**src/rtl/alu_pkg.sv**
```systemverilog
// Shared definitions for the multiply/divide sequencer and the external ALU it drives.
package alu_pkg;

  // ALU select encodings understood by the shared 32-bit ALU
  localparam logic [2:0] AluSelAnd = 3'b000;
  localparam logic [2:0] AluSelOr  = 3'b001;
  localparam logic [2:0] AluSelAdd = 3'b010;
  localparam logic [2:0] AluSelSub = 3'b110;
  localparam logic [2:0] AluSelSlt = 3'b111;

  // Operation encodings; op[1] set means reserved
  localparam logic [1:0] OpMultu = 2'b00;
  localparam logic [1:0] OpDivu  = 2'b01;

  typedef enum logic [1:0] {
    StIdle,
    StCalc,
    StDone
  } state_e;

endpackage

```
**src/rtl/alu_muldiv_ctrl.sv**
```systemverilog
// Iterative unsigned multiply/divide sequencer that borrows an external shared ALU.
// One result bit per cycle over 32 CALC cycles.
// Optional macro ALU_MULDIV_DIVZERO_EN: divide by zero skips CALC and flags div_by_zero.
module alu_muldiv_ctrl
  import alu_pkg::*;
#(
  parameter int unsigned WIDTH = 32
) (
  input  logic             clk,
  input  logic             rst,
  input  logic             start,
  input  logic [1:0]       op,
  input  logic [WIDTH-1:0] src_a,
  input  logic [WIDTH-1:0] src_b,
  output logic             busy,
  output logic             done,
  output logic [WIDTH-1:0] hi,
  output logic [WIDTH-1:0] lo,
  output logic             div_by_zero,
  output logic [2:0]       alu_sel,
  output logic [WIDTH-1:0] alu_a,
  output logic [WIDTH-1:0] alu_b,
  input  logic [WIDTH-1:0] alu_result,
  input  logic             alu_cout
);

  state_e           state_q, state_d;
  logic [4:0]       cnt_q, cnt_d;
  logic [WIDTH-1:0] hi_q, hi_d;
  logic [WIDTH-1:0] lo_q, lo_d;
  logic [WIDTH-1:0] opnd_q, opnd_d;  // multiplicand or divisor
  logic             is_div_q, is_div_d;
  logic             dbz_q, dbz_d;
  logic [WIDTH-1:0] shift_a;

  // Partial remainder shifted left with the next dividend bit
  assign shift_a = {hi_q[WIDTH-2:0], lo_q[WIDTH-1]};

  // Next-state, datapath updates and ALU drive
  always_comb begin
    state_d  = state_q;
    cnt_d    = cnt_q;
    hi_d     = hi_q;
    lo_d     = lo_q;
    opnd_d   = opnd_q;
    is_div_d = is_div_q;
    dbz_d    = dbz_q;
    alu_sel  = AluSelAdd;
    alu_a    = '0;
    alu_b    = '0;
    unique case (state_q)
      StIdle: begin
        if (start && !op[1]) begin
          hi_d     = '0;
          cnt_d    = '0;
          dbz_d    = 1'b0;
          is_div_d = (op == OpDivu);
          state_d  = StCalc;
          if (op == OpDivu) begin
            lo_d   = src_a;
            opnd_d = src_b;
`ifdef ALU_MULDIV_DIVZERO_EN
            if (src_b == '0) begin
              hi_d    = src_a;
              lo_d    = '1;
              dbz_d   = 1'b1;
              state_d = StDone;
            end
`endif
          end else begin
            lo_d   = src_b;
            opnd_d = src_a;
          end
        end
      end
      StCalc: begin
        if (is_div_q) begin
          // Restoring division: keep the difference only when no borrow
          alu_sel = AluSelSub;
          alu_a   = shift_a;
          alu_b   = opnd_q;
          if (alu_cout) begin
            hi_d = alu_result;
            lo_d = {lo_q[WIDTH-2:0], 1'b1};
          end else begin
            hi_d = shift_a;
            lo_d = {lo_q[WIDTH-2:0], 1'b0};
          end
        end else begin
          // Shift-add multiply: the 64-bit {hi,lo} shifts right each step
          alu_sel = AluSelAdd;
          alu_a   = hi_q;
          alu_b   = lo_q[0] ? opnd_q : '0;
          hi_d    = {alu_cout, alu_result[WIDTH-1:1]};
          lo_d    = {alu_result[0], lo_q[WIDTH-1:1]};
        end
        cnt_d = cnt_q + 5'd1;
        if (cnt_q == 5'd31) begin
          state_d = StDone;
        end
      end
      StDone: begin
        state_d = StIdle;
      end
      default: begin
        state_d = StIdle;
      end
    endcase
  end

  // State and datapath registers with synchronous active-low reset
  always_ff @(posedge clk) begin
    if (!rst) begin
      state_q  <= StIdle;
      cnt_q    <= '0;
      hi_q     <= '0;
      lo_q     <= '0;
      opnd_q   <= '0;
      is_div_q <= 1'b0;
      dbz_q    <= 1'b0;
    end else begin
      state_q  <= state_d;
      cnt_q    <= cnt_d;
      hi_q     <= hi_d;
      lo_q     <= lo_d;
      opnd_q   <= opnd_d;
      is_div_q <= is_div_d;
      dbz_q    <= dbz_d;
    end
  end

  assign busy = (state_q != StIdle);
  assign done = (state_q == StDone);
  assign hi   = hi_q;
  assign lo   = lo_q;

`ifdef ALU_MULDIV_DIVZERO_EN
  assign div_by_zero = dbz_q;
`else
  assign div_by_zero = 1'b0;
`endif

endmodule

```
**config.mk**
```make
export PLATFORM = sky130hd
export DESIGN_NAME = alu_muldiv_ctrl
export DESIGN_NICKNAME = d
export VERILOG_FILES = /design/src/rtl/alu_pkg.sv /design/src/rtl/alu_muldiv_ctrl.sv
export SDC_FILE = /design/constraint.sdc
export NUM_CORES = 1
export LEC_CHECK = 0
export CAP_MARGIN = 20
export CORE_MARGIN = 4
export CORE_UTILIZATION = 46
export CTS_BUF_LIST = sky130_fd_sc_hd__clkbuf_8
export CTS_CLUSTER_SIZE = 20
export DETAILED_ROUTE_END_ITERATION = 8
export PLACE_DENSITY_LB_ADDON = 0.2
export SETUP_SLACK_MARGIN = 0.05
export SYNTH_ARGS = -nofsm -noshare
export SYNTH_HDL_FRONTEND = slang
export SYNTH_SLANG_ARGS = --single-unit
export TNS_END_PERCENT = 100
```
**constraint.sdc**
```tcl
create_clock -name clk -period 2.19 [get_ports clk]
set_input_delay 0.3285 -clock clk [delete_from_list [all_inputs] [get_ports clk]]
set_output_delay 0.3285 -clock clk [all_outputs]
set_load 0.02 [all_outputs]
```
==> flow_results.xml <==
<?xml version="1.0" encoding="UTF-8"?>
<metrics>
  <group name="synthesis">
    <metric name="ys_seq_area_share" unit="%">34.59</metric>
    <metric name="number_of_flops_mapped_to_enable_cells_by_yosys" unit="">0</metric>
    <metric name="mappedNetlistArea" unit="mm²">0.006020</metric>
    <metric name="synthesized_instance_count" unit="">710</metric>
    <metric name="most_repeated_cell_in_the_gate_level_netlist_after_synthesis" unit="">sky130_fd_sc_hd__dfxtp_1</metric>
    <metric name="netlist_top_cells_count" unit="">sky130_fd_sc_hd__dfxtp_1 (104), sky130_fd_sc_hd__nor2_1 (100), sky130_fd_sc_hd__mux2i_1 (95)</metric>
    <metric name="asyncSetResetFlopFracSynth" unit="%">0</metric>
    <metric name="synth_largest_area_cell" unit="">sky130_fd_sc_hd__dfxtp_1</metric>
    <metric name="syn_area_per_cell" unit="µm²">8.478</metric>
    <metric name="postSynthRegisterBits" unit="">104</metric>
    <metric name="netlist.area_leader.share" unit="%">34.59</metric>
    <metric name="synth_top_cells_by_area" unit="">sky130_fd_sc_hd__dfxtp_1 (35%), sky130_fd_sc_hd__mux2i_1 (16%), sky130_fd_sc_hd__nor2_1 (6.2%)</metric>
    <metric name="synthesis.yosys.warnings" unit="">0</metric>
    <metric name="synth-main-ff-cell" unit="">sky130_fd_sc_hd__dfxtp_1</metric>
    <metric name="synth_cell_type_count" unit="">35</metric>
  </group>
  <group name="clock_tree">
    <metric name="max_buffers_root_to_sink" unit="">2</metric>
    <metric name="cts.repair_timing.setup_buffer_count" unit="">0</metric>
    <metric name="clk_latency" unit="ns">0.37</metric>
    <metric name="cts_num_sinks" unit="">104</metric>
    <metric name="cts_root_buf" unit="">sky130_fd_sc_hd__clkbuf_8</metric>
    <metric name="clock_transition_at_the_register_clock_pins_on_the_worst_setup_and_hold_paths_after_cts" unit="ns">0.10</metric>
    <metric name="ctsHoldBuffers" unit="">0</metric>
    <metric name="cts_tree" unit="">yes</metric>
    <metric name="ctsHtreeMaxLevel" unit="">3</metric>
    <metric name="cts_inserted_buffers" unit="">9</metric>
  </group>
  <group name="setup_path">
    <metric name="timing.critical_path.arrival" unit="ns">1.72</metric>
    <metric name="startpoint_type" unit="">flop</metric>
    <metric name="critPathTopFamily" unit="">buffers and inverters</metric>
    <metric name="kind_of_capture_point_of_the_worst_setup_path" unit="">output port</metric>
    <metric name="path_max_fanout" unit="">55</metric>
    <metric name="worstPathRequired" unit="ns">1.86</metric>
    <metric name="slowest_delay" unit="ns">0.42</metric>
    <metric name="path_buf_inv" unit="">2</metric>
    <metric name="cpMaxStageDelayCell" unit="">sky130_fd_sc_hd__dfxtp_4</metric>
    <metric name="crit_chain" unit="">buf_16 -&gt; mux2i_1 -&gt; nor2_1 -&gt; dlygate4sd2_1</metric>
    <metric name="criticalPathCategory" unit="">reg -&gt; out</metric>
  </group>
  <group name="global_route">
    <metric name="globalRouteTotalUtil" unit="%">25.47</metric>
    <metric name="pin_count_of_the_biggest_net_entering_global_routing" unit="">56</metric>
    <metric name="first_global_vias" unit="">6292</metric>
    <metric name="grt_overflow_total" unit="">0</metric>
    <metric name="grt_first_pass_wirelength" unit="µm">31340</metric>
    <metric name="grt_antenna_before_repair" unit="">0</metric>
  </group>
  <group name="finish">
    <metric name="n_antenna_cell" unit="">0</metric>
    <metric name="fillers" unit="">1111</metric>
    <metric name="area.sequential" unit="mm²">0.002086</metric>
    <metric name="final_net_count" unit="">1014</metric>
    <metric name="multiInputGateArea" unit="mm²">0.003610</metric>
    <metric name="final_layout_size_suffix_gt1_share" unit="%">9.956</metric>
    <metric name="final_cells" unit="">1086</metric>
    <metric name="final_util" unit="%">67.51</metric>
    <metric name="layout-area-overhead-vs-synth" unit="%">42.67</metric>
  </group>
  <group name="drt">
    <metric name="vias_per_cell" unit="">5.778</metric>
    <metric name="drt_iter0_drc" unit="">460</metric>
    <metric name="routed_wire_length_per_instance" unit="µm">17.81</metric>
    <metric name="drtAntennaViolNets" unit="">0</metric>
    <metric name="drt_first_pass_iters" unit="">6</metric>
    <metric name="drt_wl_total" unit="µm">19350</metric>
    <metric name="detail_route.drc_violations" unit="">0</metric>
    <metric name="via_count" unit="">6275</metric>
  </group>
  <group name="timing">
    <metric name="slew_violations" unit="">0</metric>
    <metric name="period_minus_slack" unit="ns">2.052</metric>
    <metric name="setup_viol" unit="">0</metric>
    <metric name="layout_setup_ws" unit="ns">0.1380</metric>
    <metric name="number_of_hold_violations_in_the_final_report" unit="">0</metric>
    <metric name="clock_skew" unit="ns">0.009764</metric>
    <metric name="tns" unit="ns">0</metric>
    <metric name="grt_setup_unrepaired" unit="">false</metric>
    <metric name="maxClockFrequency" unit="GHz">0.4873</metric>
    <metric name="min_period_over_period" unit="%">93.70</metric>
  </group>
  <group name="pwr">
    <metric name="final_power" unit="mW">4.488</metric>
    <metric name="max-vdd-ir-drop" unit="µV">355.8</metric>
    <metric name="p_leak" unit="nW">3.341</metric>
    <metric name="power_per_cell_area" unit="mW/mm²">522.5</metric>
  </group>
  <group name="floorplan">
    <metric name="vertical_extent_of_the_die" unit="µm">122.4</metric>
    <metric name="die_area" unit="mm²">0.01498</metric>
    <metric name="initial_utilization" unit="%">47.32</metric>
    <metric name="die_width" unit="µm">122.4</metric>
    <metric name="placeableCoreArea" unit="mm²">0.01272</metric>
    <metric name="floorplan.rows" unit="">41</metric>
    <metric name="io_pins" unit="">236</metric>
  </group>
  <group name="run">
    <metric name="maxCapViolCount" unit="">0</metric>
  </group>
  <group name="placement">
    <metric name="detailedPlace.worstSlack" unit="ns">-0.01799</metric>
    <metric name="place.port_buffers" unit="">232</metric>
    <metric name="placed_cells" unit="">1071</metric>
    <metric name="place_congestion" unit="">0.7754</metric>
    <metric name="dp_hpwl" unit="µm">14090</metric>
  </group>
  <group name="run_status">
    <metric name="run_status" unit="">finished clean</metric>
  </group>
  <group name="worst_hold_path">
    <metric name="min_path_type" unit="">reg -&gt; reg</metric>
  </group>
</metrics>
## worst min-delay path, delay by kind of cell (launching register included)
family / cells / cell delay, ns
flops: 1 / 0.32
simple gates: 1 / 0.06
compound gates: 1 / 0.06
## repair_timing
| action | CTS | global route |
|---|---|---|
| resized for setup | 71 | 61 |
| endpoints found under the setup margin | 65 | 32 |
| pin swaps | 0 | 0 |
| endpoints found under the hold margin | 0 | 0 |
## per-stage QoR
step | hold WS (ns) | cell area (µm²)
after floorplan | 0.4522 | 6023
after global placement | 0.4586 | 8617
after detailed placement | 0.4656 | 8617
after CTS | 0.4785 | 8712
after global routing | 0.5147 | 8588
final | 0.4759 | 8588
## power breakdown
part           internal, mW  switching (mW)
Clock                 0.422           0.625
Combinational         0.628           0.653
Sequential             2.03           0.131
## cells by family after synthesis
kind of cell             after synthesis  synth area share [%]
AO/OA/AOI/OAI                        170                 21.70
adder cells (fa/ha/maj)                2                0.4156
buffers and inverters                 84                 5.862
flip-flops                           104                 34.59
multiplexers                          95                 15.80
other                                  2                0.1248
AND/OR/NAND/NOR                      253                 21.51
## sequential cells by signal, indices dropped and copies added (netlist names)
name / flops
cnt_q: 5
is_div_q: 1
hi: 32
opnd_q: 32
state_q: 2
lo: 32
## routing by layer
| layer | vias up | track usage [%] | share of wire (%) |
|---|---|---|---|
| met1 | 2996 | 31.05 | 40 |
| li1 | 3054 | - | - |
| met3 | 23 | 5.899 | 7.1 |
| met2 | 202 | 44.45 | 51 |
| met4 | 0 | 8.048 | 1.7 |
| met5 | - | 0 | 0 |
## layout make-up
cell class / instances / share of cell area [%]
multi-input combinational: 523 / 42.03
timing repair buffer: 269 / 29.21
sequential: 104 / 24.29
tap: 172 / 2.506
clock buffer: 10 / 1.603
clock inverter: 5 / 0.2331
inverter: 3 / 0.1311
## layout by cell type (no fill, tap or decap), types with 33 or more instances in the layout
master,synthesis,final
sky130_fd_sc_hd__clkdlybuf4s50_1,0,166
sky130_fd_sc_hd__dfxtp_1,104,103
sky130_fd_sc_hd__nor2_1,100,98
sky130_fd_sc_hd__mux2i_1,95,95
sky130_fd_sc_hd__a21oi_1,36,36
sky130_fd_sc_hd__and2_1,34,34
sky130_fd_sc_hd__dlygate4sd2_1,0,33
## worst paths after layout
path	depth (start not counted)	slack, ns	from	endpoint
min	2	0.48	cnt_q[4]	cnt_q[4]
max	4	0.14	is_div_q	alu_a[2]
max reg2reg	5	0.24	state_q[1]	opnd_q[29]
min reg2reg	2	0.48	cnt_q[4]	cnt_q[4]
Note: power is estimated with default switching activity, not from simulation.
